## src/rtl/tts_pkg.sv

```systemverilog
// Shared types and width helpers for the truth-table sweeper.
package tts_pkg;

  typedef enum logic [1:0] {
    ST_IDLE  = 2'd0,
    ST_SWEEP = 2'd1,
    ST_DONE  = 2'd2
  } tts_state_e;

  // Default geometry and the widths derived from it.
  localparam int N_IN_DEF = 3;
  localparam int N_FN_DEF = 5;
  localparam int VEC_W    = N_IN_DEF;
  localparam int CNT_W    = N_IN_DEF + 1;
  localparam int FN_W     = (N_FN_DEF > 1) ? $clog2(N_FN_DEF) : 1;

  // Index width for n_fn functions; a single function still needs one bit.
  function automatic int fn_width(input int n_fn);
    return (n_fn > 1) ? $clog2(n_fn) : 1;
  endfunction

endpackage

```

## src/rtl/tt_lut_slice.sv

```systemverilog
// One function channel: LUT storage, gated lookup and minterm counter.
module tt_lut_slice #(
  parameter int N_IN = 3
) (
  input  logic                   clk,
  input  logic                   reset,
  input  logic                   we,
  input  logic [(1<<N_IN)-1:0]   wdata,
  input  logic [N_IN-1:0]        vec,
  input  logic                   en,
  input  logic                   clr,
  input  logic                   acc,
  output logic                   s,
  output logic [N_IN:0]          cnt
);

  logic [(1<<N_IN)-1:0] lut;

  // LUT register; the top only raises we while idle, so it is frozen mid-sweep.
  always_ff @(posedge clk) begin
    if (reset)   lut <= '0;
    else if (we) lut <= wdata;
  end

  // Lookup is forced low outside a beat so idle outputs stay quiet.
  assign s = en & lut[vec];

  // Minterm counter: cleared on sweep start, bumped on each accepted beat.
  always_ff @(posedge clk) begin
    if (reset)     cnt <= '0;
    else if (clr)  cnt <= '0;
    else if (acc)  cnt <= cnt + {{N_IN{1'b0}}, s};
  end

endmodule

```

## src/rtl/truth_table_sweeper.sv

```systemverilog
// Programmable multi-function truth-table engine: sweeps every input vector,
// streams the vector with all function outputs, then reports minterm counts.
module truth_table_sweeper
  import tts_pkg::*;
#(
  parameter int  N_IN = N_IN_DEF,
  parameter int  N_FN = N_FN_DEF,
  localparam int FW   = fn_width(N_FN),
  localparam int LW   = 1 << N_IN
) (
  input  logic                     clk,
  input  logic                     reset,
  input  logic                     cfg_we,
  input  logic [FW-1:0]            cfg_fn,
  input  logic [LW-1:0]            cfg_lut,
  output logic                     cfg_err,
  input  logic                     start,
  output logic                     busy,
  output logic                     out_valid,
  input  logic                     out_ready,
  output logic [N_IN-1:0]          out_vec,
  output logic [N_FN-1:0]          out_s,
  output logic                     done,
  output logic [N_FN*(N_IN+1)-1:0] ones_cnt
);

  localparam logic [N_IN-1:0] VEC_LAST = {N_IN{1'b1}};

  tts_state_e                 state;
  logic                       fn_ok;
  logic                       xfer;
  logic                       sweep_go;
  logic [N_FN-1:0][N_IN:0]    cnt_a;

  assign fn_ok    = (int'(cfg_fn) < N_FN);
  assign xfer     = out_valid & out_ready;
  assign sweep_go = (state == ST_IDLE) & start;
  assign ones_cnt = cnt_a;

  // One slice per function; only the addressed slice is written, and only while idle.
  for (genvar f = 0; f < N_FN; f++) begin : g_fn
    tt_lut_slice #(.N_IN(N_IN)) u_slice (
      .clk   (clk),
      .reset (reset),
      .we    (cfg_we && (state == ST_IDLE) && (int'(cfg_fn) == f)),
      .wdata (cfg_lut),
      .vec   (out_vec),
      .en    (out_valid),
      .clr   (sweep_go),
      .acc   (xfer),
      .s     (out_s[f]),
      .cnt   (cnt_a[f])
    );
  end

  // Sweep FSM: vector counter doubles as out_vec, all status outputs registered.
  always_ff @(posedge clk) begin
    if (reset) begin
      state     <= ST_IDLE;
      busy      <= 1'b0;
      out_valid <= 1'b0;
      out_vec   <= '0;
      done      <= 1'b0;
      cfg_err   <= 1'b0;
    end else begin
      cfg_err <= cfg_we && ((state != ST_IDLE) || !fn_ok);
      done    <= 1'b0;
      case (state)
        ST_IDLE: begin
          if (start) begin
            state     <= ST_SWEEP;
            busy      <= 1'b1;
            out_valid <= 1'b1;
            out_vec   <= '0;
          end
        end
        ST_SWEEP: begin
          if (xfer) begin
            if (out_vec == VEC_LAST) begin
              state     <= ST_DONE;
              out_valid <= 1'b0;
              out_vec   <= '0;
              done      <= 1'b1;
            end else begin
              out_vec <= out_vec + 1'b1;
            end
          end
        end
        ST_DONE: begin
          state <= ST_IDLE;
          busy  <= 1'b0;
        end
        default: begin
          state     <= ST_IDLE;
          busy      <= 1'b0;
          out_valid <= 1'b0;
        end
      endcase
    end
  end

endmodule
```

## config.mk

```make
export PLATFORM = sky130hd
export DESIGN_NAME = truth_table_sweeper
export DESIGN_NICKNAME = d
export VERILOG_FILES = /design/src/rtl/tts_pkg.sv /design/src/rtl/tt_lut_slice.sv /design/src/rtl/truth_table_sweeper.sv
export SDC_FILE = /design/constraint.sdc
export NUM_CORES = 1
export LEC_CHECK = 0
export CAP_MARGIN = 20
export CORE_MARGIN = 10
export CORE_UTILIZATION = 54
export DETAILED_ROUTE_END_ITERATION = 16
export PLACE_DENSITY = 0.9
export SYNTH_ARGS = -nofsm -noshare
export SYNTH_HDL_FRONTEND = slang
export SYNTH_SLANG_ARGS = --single-unit
```

## constraint.sdc

```tcl
create_clock -name clk -period 3.2 [get_ports clk]
set_clock_uncertainty 0.15 [all_clocks]
set_input_delay 0.48 -clock clk [delete_from_list [all_inputs] [get_ports clk]]
set_output_delay 0.48 -clock clk [all_outputs]
set_load 0.05 [all_outputs]
```

# Yosys cells after proc, flatten, opt, wreduce, memory -nomap -nowiden
# Cells that the tools add are included.
classes:
  muxes: 24
  reduce_logical: 19
  bitwise: 10
  n_eq_ne: 10
  magnitude_cmp: 2
  add_sub_neg: 6
op_table:
  columns: ["cell", "count"]
  rows:
  - ["$add A4 B1 Y4", 5]
  - ["$bmux W1 S3", 5]
  - ["$eq A3 B3 Y1 const B", 4]
  - ["$mux W1", 9]
  - ["$mux W3", 3]
  - ["$and A1 B1 Y1", 7]
  - ["$logic_and A1 B1 Y1", 7]
  - ["$mux W2", 3]
  - ["$pmux W3 S2", 1]
  - ["$reduce_and A3 Y1", 2]
  - ["$lt A3 B4 Y1 const B", 1]
  - ["$ne A2 B2 Y1 const B", 2]
  - ["$pmux W2 S2", 1]
  - ["$reduce_and A4 Y1", 1]
  - ["$reduce_bool A2 Y1", 2]
  - ["$add A3 B1 Y3 const B", 1]
  - ["$eq A3 B2 Y1 const B", 1]
  - ["$logic_not A3 Y1", 1]
  - ["$lt A3 B3 Y1 const B", 1]
  - ["$not A1 Y1", 3]
  - ["$pmux W1 S3", 1]
  - ["$reduce_or A3 Y1", 1]
  - ["$eq A2 B1 Y1 const B", 1]
  - ["$eq A2 B2 Y1 const B", 1]
  - ["7 further kinds", 7]
totals:
  regBits: 69
  inputBits: 16
  output_inout_bits: 32

# Depth between registers and ports, before layout
logic_depth:
  depth_word: 4
  ltp_mapped: 9
  ltp_nobuf: 8

# Hierarchy
# Synthesis repeated with hierarchy kept, for this count alone.
hier_totals:
  hier_cells: 290
  area_unflattened_um2: 3035.4
by_module_without_submodules:
  columns: ["module", "area_per_inst_um2", "cells_each", "n_inst"]
  rows:
  - ["tt_lut_slice", 523.0, 49, 5]
  - ["truth_table_sweeper", 420.4, 45, 1]

# Worst setup path before layout
# No wires, ideal clock.
synth_path:
  kind: "reg-to-reg"
  startpoint: "register out_vec[1]"
  endpoint: "register g_fn[2].u_slice.cnt[2]"
  slack_ps: 545
  stages_incl_launch_ff: 10
  arrival_time_ps: 2377
  required_time_ps: 2922
  setup_time_ps: 128
  path_buffers: 1
  period_less_slack_ps: 2655
  path_cell_list: "dfxtp_1 -> buf_2 -> mux4_2 -> mux2i_1 -> nor2_1 -> ha_1 -> ha_1 -> nand3_1 -> xor2_1 -> nor2_1"
synth_between:
  elab_chain_cells: 4
synth_rtl:
  columns: ["element", "line_no", "source"]
  rows:
  - ["from (decl)", "truth_table_sweeper.sv:21", "output logic [N_IN-1:0] out_vec,"]
  - ["from (signal assigned)", "truth_table_sweeper.sv:85", "out_vec <= out_vec + 1'b1;"]
  - ["$bmux W1 S3", "tt_lut_slice.sv:26", "assign s = en & lut[vec];"]
  - ["$mux W1 (implied by the code)", "tt_lut_slice.sv:26", null]
  - ["$and A1 B1 Y1", "tt_lut_slice.sv:26", null]
  - ["named net g_fn[2].u_slice.s", "tt_lut_slice.sv:13", "output logic s,"]
  - ["$add A4 B1 Y4", "tt_lut_slice.sv:32", "else if (acc) cnt <= cnt + {{N_IN{1'b0}}, s};"]
  - ["to (signal assigned)", "tt_lut_slice.sv:32", null]
  - ["to (decl)", "tt_lut_slice.sv:14", "output logic [N_IN:0] cnt"]
# The timed path passes the listed nets, and every way through them passes these cells. The select of a mux whose other input is x is not followed.
# A chain may end at the register's enable or synchronous reset.

# Worst setup path in the final report
layout_path:
  startpoint: "register out_vec[1]"
  endpoint: "output port out_s[2]"
layout_between:
  elab_chain_cells: 3
layout_rtl:
  columns: ["element", "line_no", "source"]
  rows:
  - ["$bmux W1 S3", "tt_lut_slice.sv:26", null]
  - ["$mux W1 (implied by the code)", "tt_lut_slice.sv:26", null]
  - ["$and A1 B1 Y1", "tt_lut_slice.sv:26", null]
  - ["to (decl)", "truth_table_sweeper.sv:22", "output logic [N_FN-1:0] out_s,"]
# Every way passes these cells. The select of a mux whose other input is x is not followed.

==> reports/qor.yml <==
status: "complete, no violations"
grt_setup_unrepaired: "false"
r2r_start: "out_vec[1]"
fin_crit_sh_pct: 94.7
hold_depth: 2
cts_resized: 0
hp-class: "register to register"
worst_r2r_endpoint: "g_fn[1].u_slice.cnt[2]"
async_reset_ff_share_pct: 0
postCtsHoldBufs: 0
grt_start_max_net_pins: 53
ys_seq_area_share_pct: 42.2
path_cells: "buf_4, mux4_2, mux2i_1, nor2_1, clkdlybuf4s50_1"
p_per_area_nw_per_um2: 422
clk_path_buf_depth: 2
cts_made_buffers: 9
fillCellCount: 471
routed_wl_mm: 7.84
tns_ns: 0
die_w_um: 97.9
ioPinCount: 48
stdcell_count: 466
grt_pass1_vias: 2660
peakVddDrop_mv: 0.320
synth_area_um2: 3280
maxSlewHeadroom_pct: 39.7
synth_cell_type_count: 34
fmax_mhz: 330
max-cap-violations: 0
multiInputGateArea_um2: 1720
dpl.hpwl_mm: 5.86
place_ws_ns: 0.532
first_pass_iters: 5
drcViolationCount: 0
clock-sinks: 69
antenna_cells: 0
slew_viol_final: 0
track_usage_pct: 16.0
finalSetupViolCount: 0
worst-path-max-fanout: 13
clock_latency_ns: 0.34
ys_ff_latch: 69
cts_setup_buffers: 0
die_y_um: 97.9
coreArea_um2: 5920
syn_inst: 355
worstSetupPathType: "register to primary output"
antenna_found_initial: 0
end_kind: "primary output"
overflow: 0
dieArea_um2: 9580
viasPerCell: 5.82
dr.first_iter.drc_count: 226
hp-start: "g_fn[0].u_slice.lut[2]"
p_leak_nw: 1.39
ff_latch_area_um2: 1380
cts_max_level: 3
yosysWarnings: 0
cts_root_buf: "clkbuf_8"
hold-path-endpoint: "g_fn[0].u_slice.lut[2]"
tightest_slew_ns: 0.901
max_stage_delay_ns: 0.71
setup_slack_ns: 0.170
r2r_cells: 9
synth_nets: 383
nets: 416
fp-row-count: 28
cp_top_family: "buffers and inverters"
crit_path_start_kind: "register"
period_needed_ns: 3.03
place_congestion: 0.856
r2r_setup_slack_ns: 0.86
arrival_ns: 2.40
io_buffers: 47
path_buf_inv: 2
syn2layout_area_growth_pct: 18.9
postRouteAntennaNets: 0
grt_pass1_wl_mm: 13.0
cp_slowest_cell: "clkdlybuf4s50_1"
wl_per_cell_um: 16.8
clk_pin_slew_ns: 0.06
initial_core_util_pct: 55.3
cts_tree: "built"
required_ns: 2.57
placedCellCount: 452
num_vias: 2713
drive_above_1_share_pct: 9.21
synth.avg_cell_area_um2: 9.23
synthFlopType: "dfxtp_1"
hold_viol_final: 0
whs_ns: 0.328
synth_edf_count: 0
==> per-stage QoR <==
step                      util, %  instance area (µm²)  power [mW]
after floorplan                 -                 3280       0.996
after global placement       63.0                 3730        1.05
after detailed placement     63.0                 3730        1.05
after CTS                    65.8                 3890        1.66
after global routing         65.8                 3890        1.71
final                        65.8                 3890        1.64
==> where the power goes <==
group          total, mW  switching [mW]  internal (mW)  leakage (nW)
Clock              0.609           0.297          0.312        0.0881
Combinational      0.153          0.0951         0.0580         0.742
Sequential         0.882          0.0101          0.872         0.558
==> cells in the final DEF (no fill, tap or decap), types with 2 or more instances in the layout <==
cell and n:
buf_4 8, mux4_2 10, mux2i_1 21, and2_1 3, inv_1 2, o2bb2ai_1 3, o21ai_0 31, clkdlybuf4s50_1 47
nand2b_1 30, dfxtp_1 69, clkinv_2 2, nand2_1 22, xor2_1 5, a21oi_1 42, clkbuf_8 11, ha_1 12
nand3_1 36, nor2_1 14, or3_1 6, nor3_1 2
==> registers in the layout, indices dropped and copies added (netlist names) <==
signal	flops
g_fn.u_slice.lut	40
g_fn.u_slice.cnt	20
out_vec	3
state	2
busy	1
cfg_err	1
done	1
out_valid	1
==> synth_stat cells (3+ instances only) <==
cell type,count,share of area [%]
o2bb2ai_1,3,0.80
nand2_1,22,2.5
ha_1,12,4.6
o21ai_0,31,4.7
xor2_1,5,1.3
and2_1,3,0.57
buf_2,5,0.76
mux2i_1,21,6.4
a21oi_1,42,6.4
buf_6,3,1.0
mux4_2,10,6.9
nand2b_1,30,5.7
dfxtp_1,69,42
or3_1,6,1.1
nor2_1,14,1.6
buf_4,5,1.1
clkbuf_1,20,2.3
nand3_1,36,5.5
==> worst max-delay path by stage <==
stage / startpoint / slack, ns / endpoint / cells after the start
final: out_vec[1] / 0.17 / out_s[2] / 5
after detailed placement: out_vec[1] / 0.53 / out_s[2] / 5
after floorplan: out_vec[1] / 0.55 / g_fn[2].u_slice.cnt[2] / 9
after CTS: out_vec[1] / 0.15 / out_s[2] / 5
after global placement: out_vec[1] / 0.59 / out_s[3] / 5
after global routing: out_vec[1] / 0.11 / out_s[2] / 5
==> per-layer routing <==
layer  track usage, %  vias up  part of all wire [%]  routed length [µm]
met5                0        -                     0                   0
met4             4.92        0                   1.4                 109
met3             7.26       14                   9.3                 728
met2             25.6      108                    48                3760
met1             18.6     1285                    41                3250
li1                 -     1306                     -                   -
==> area by class of cell <==
type                            instances  area share (%)
Timing Repair Buffer                   55            13.6
Sequential cell                        69            35.5
Clock buffer                           12            3.98
Inverter                                2           0.193
Tap cell                               75            2.41
Clock inverter                          2           0.257
Multi-Input combinational cell        251            44.1
==> logic make-up after synthesis <==
family                     Yosys count  synth area share (%)
adders and majority gates           12                  4.58
AOI/OAI and AO/OA                   81                  13.1
and+or+nand+nor                    122                  20.0
xor gates and xnor gates             5                  1.34
buffers and inverters               35                  5.46
muxes                               31                  13.3
DFF                                 69                  42.2
==> worst min-delay path, cell delays in order (launching register included) <==
cell and delay, ns:
dfxtp_1 0.31, o21ai_0 0.06, a21oi_1 0.06
(Power assumes the default switching activity.)
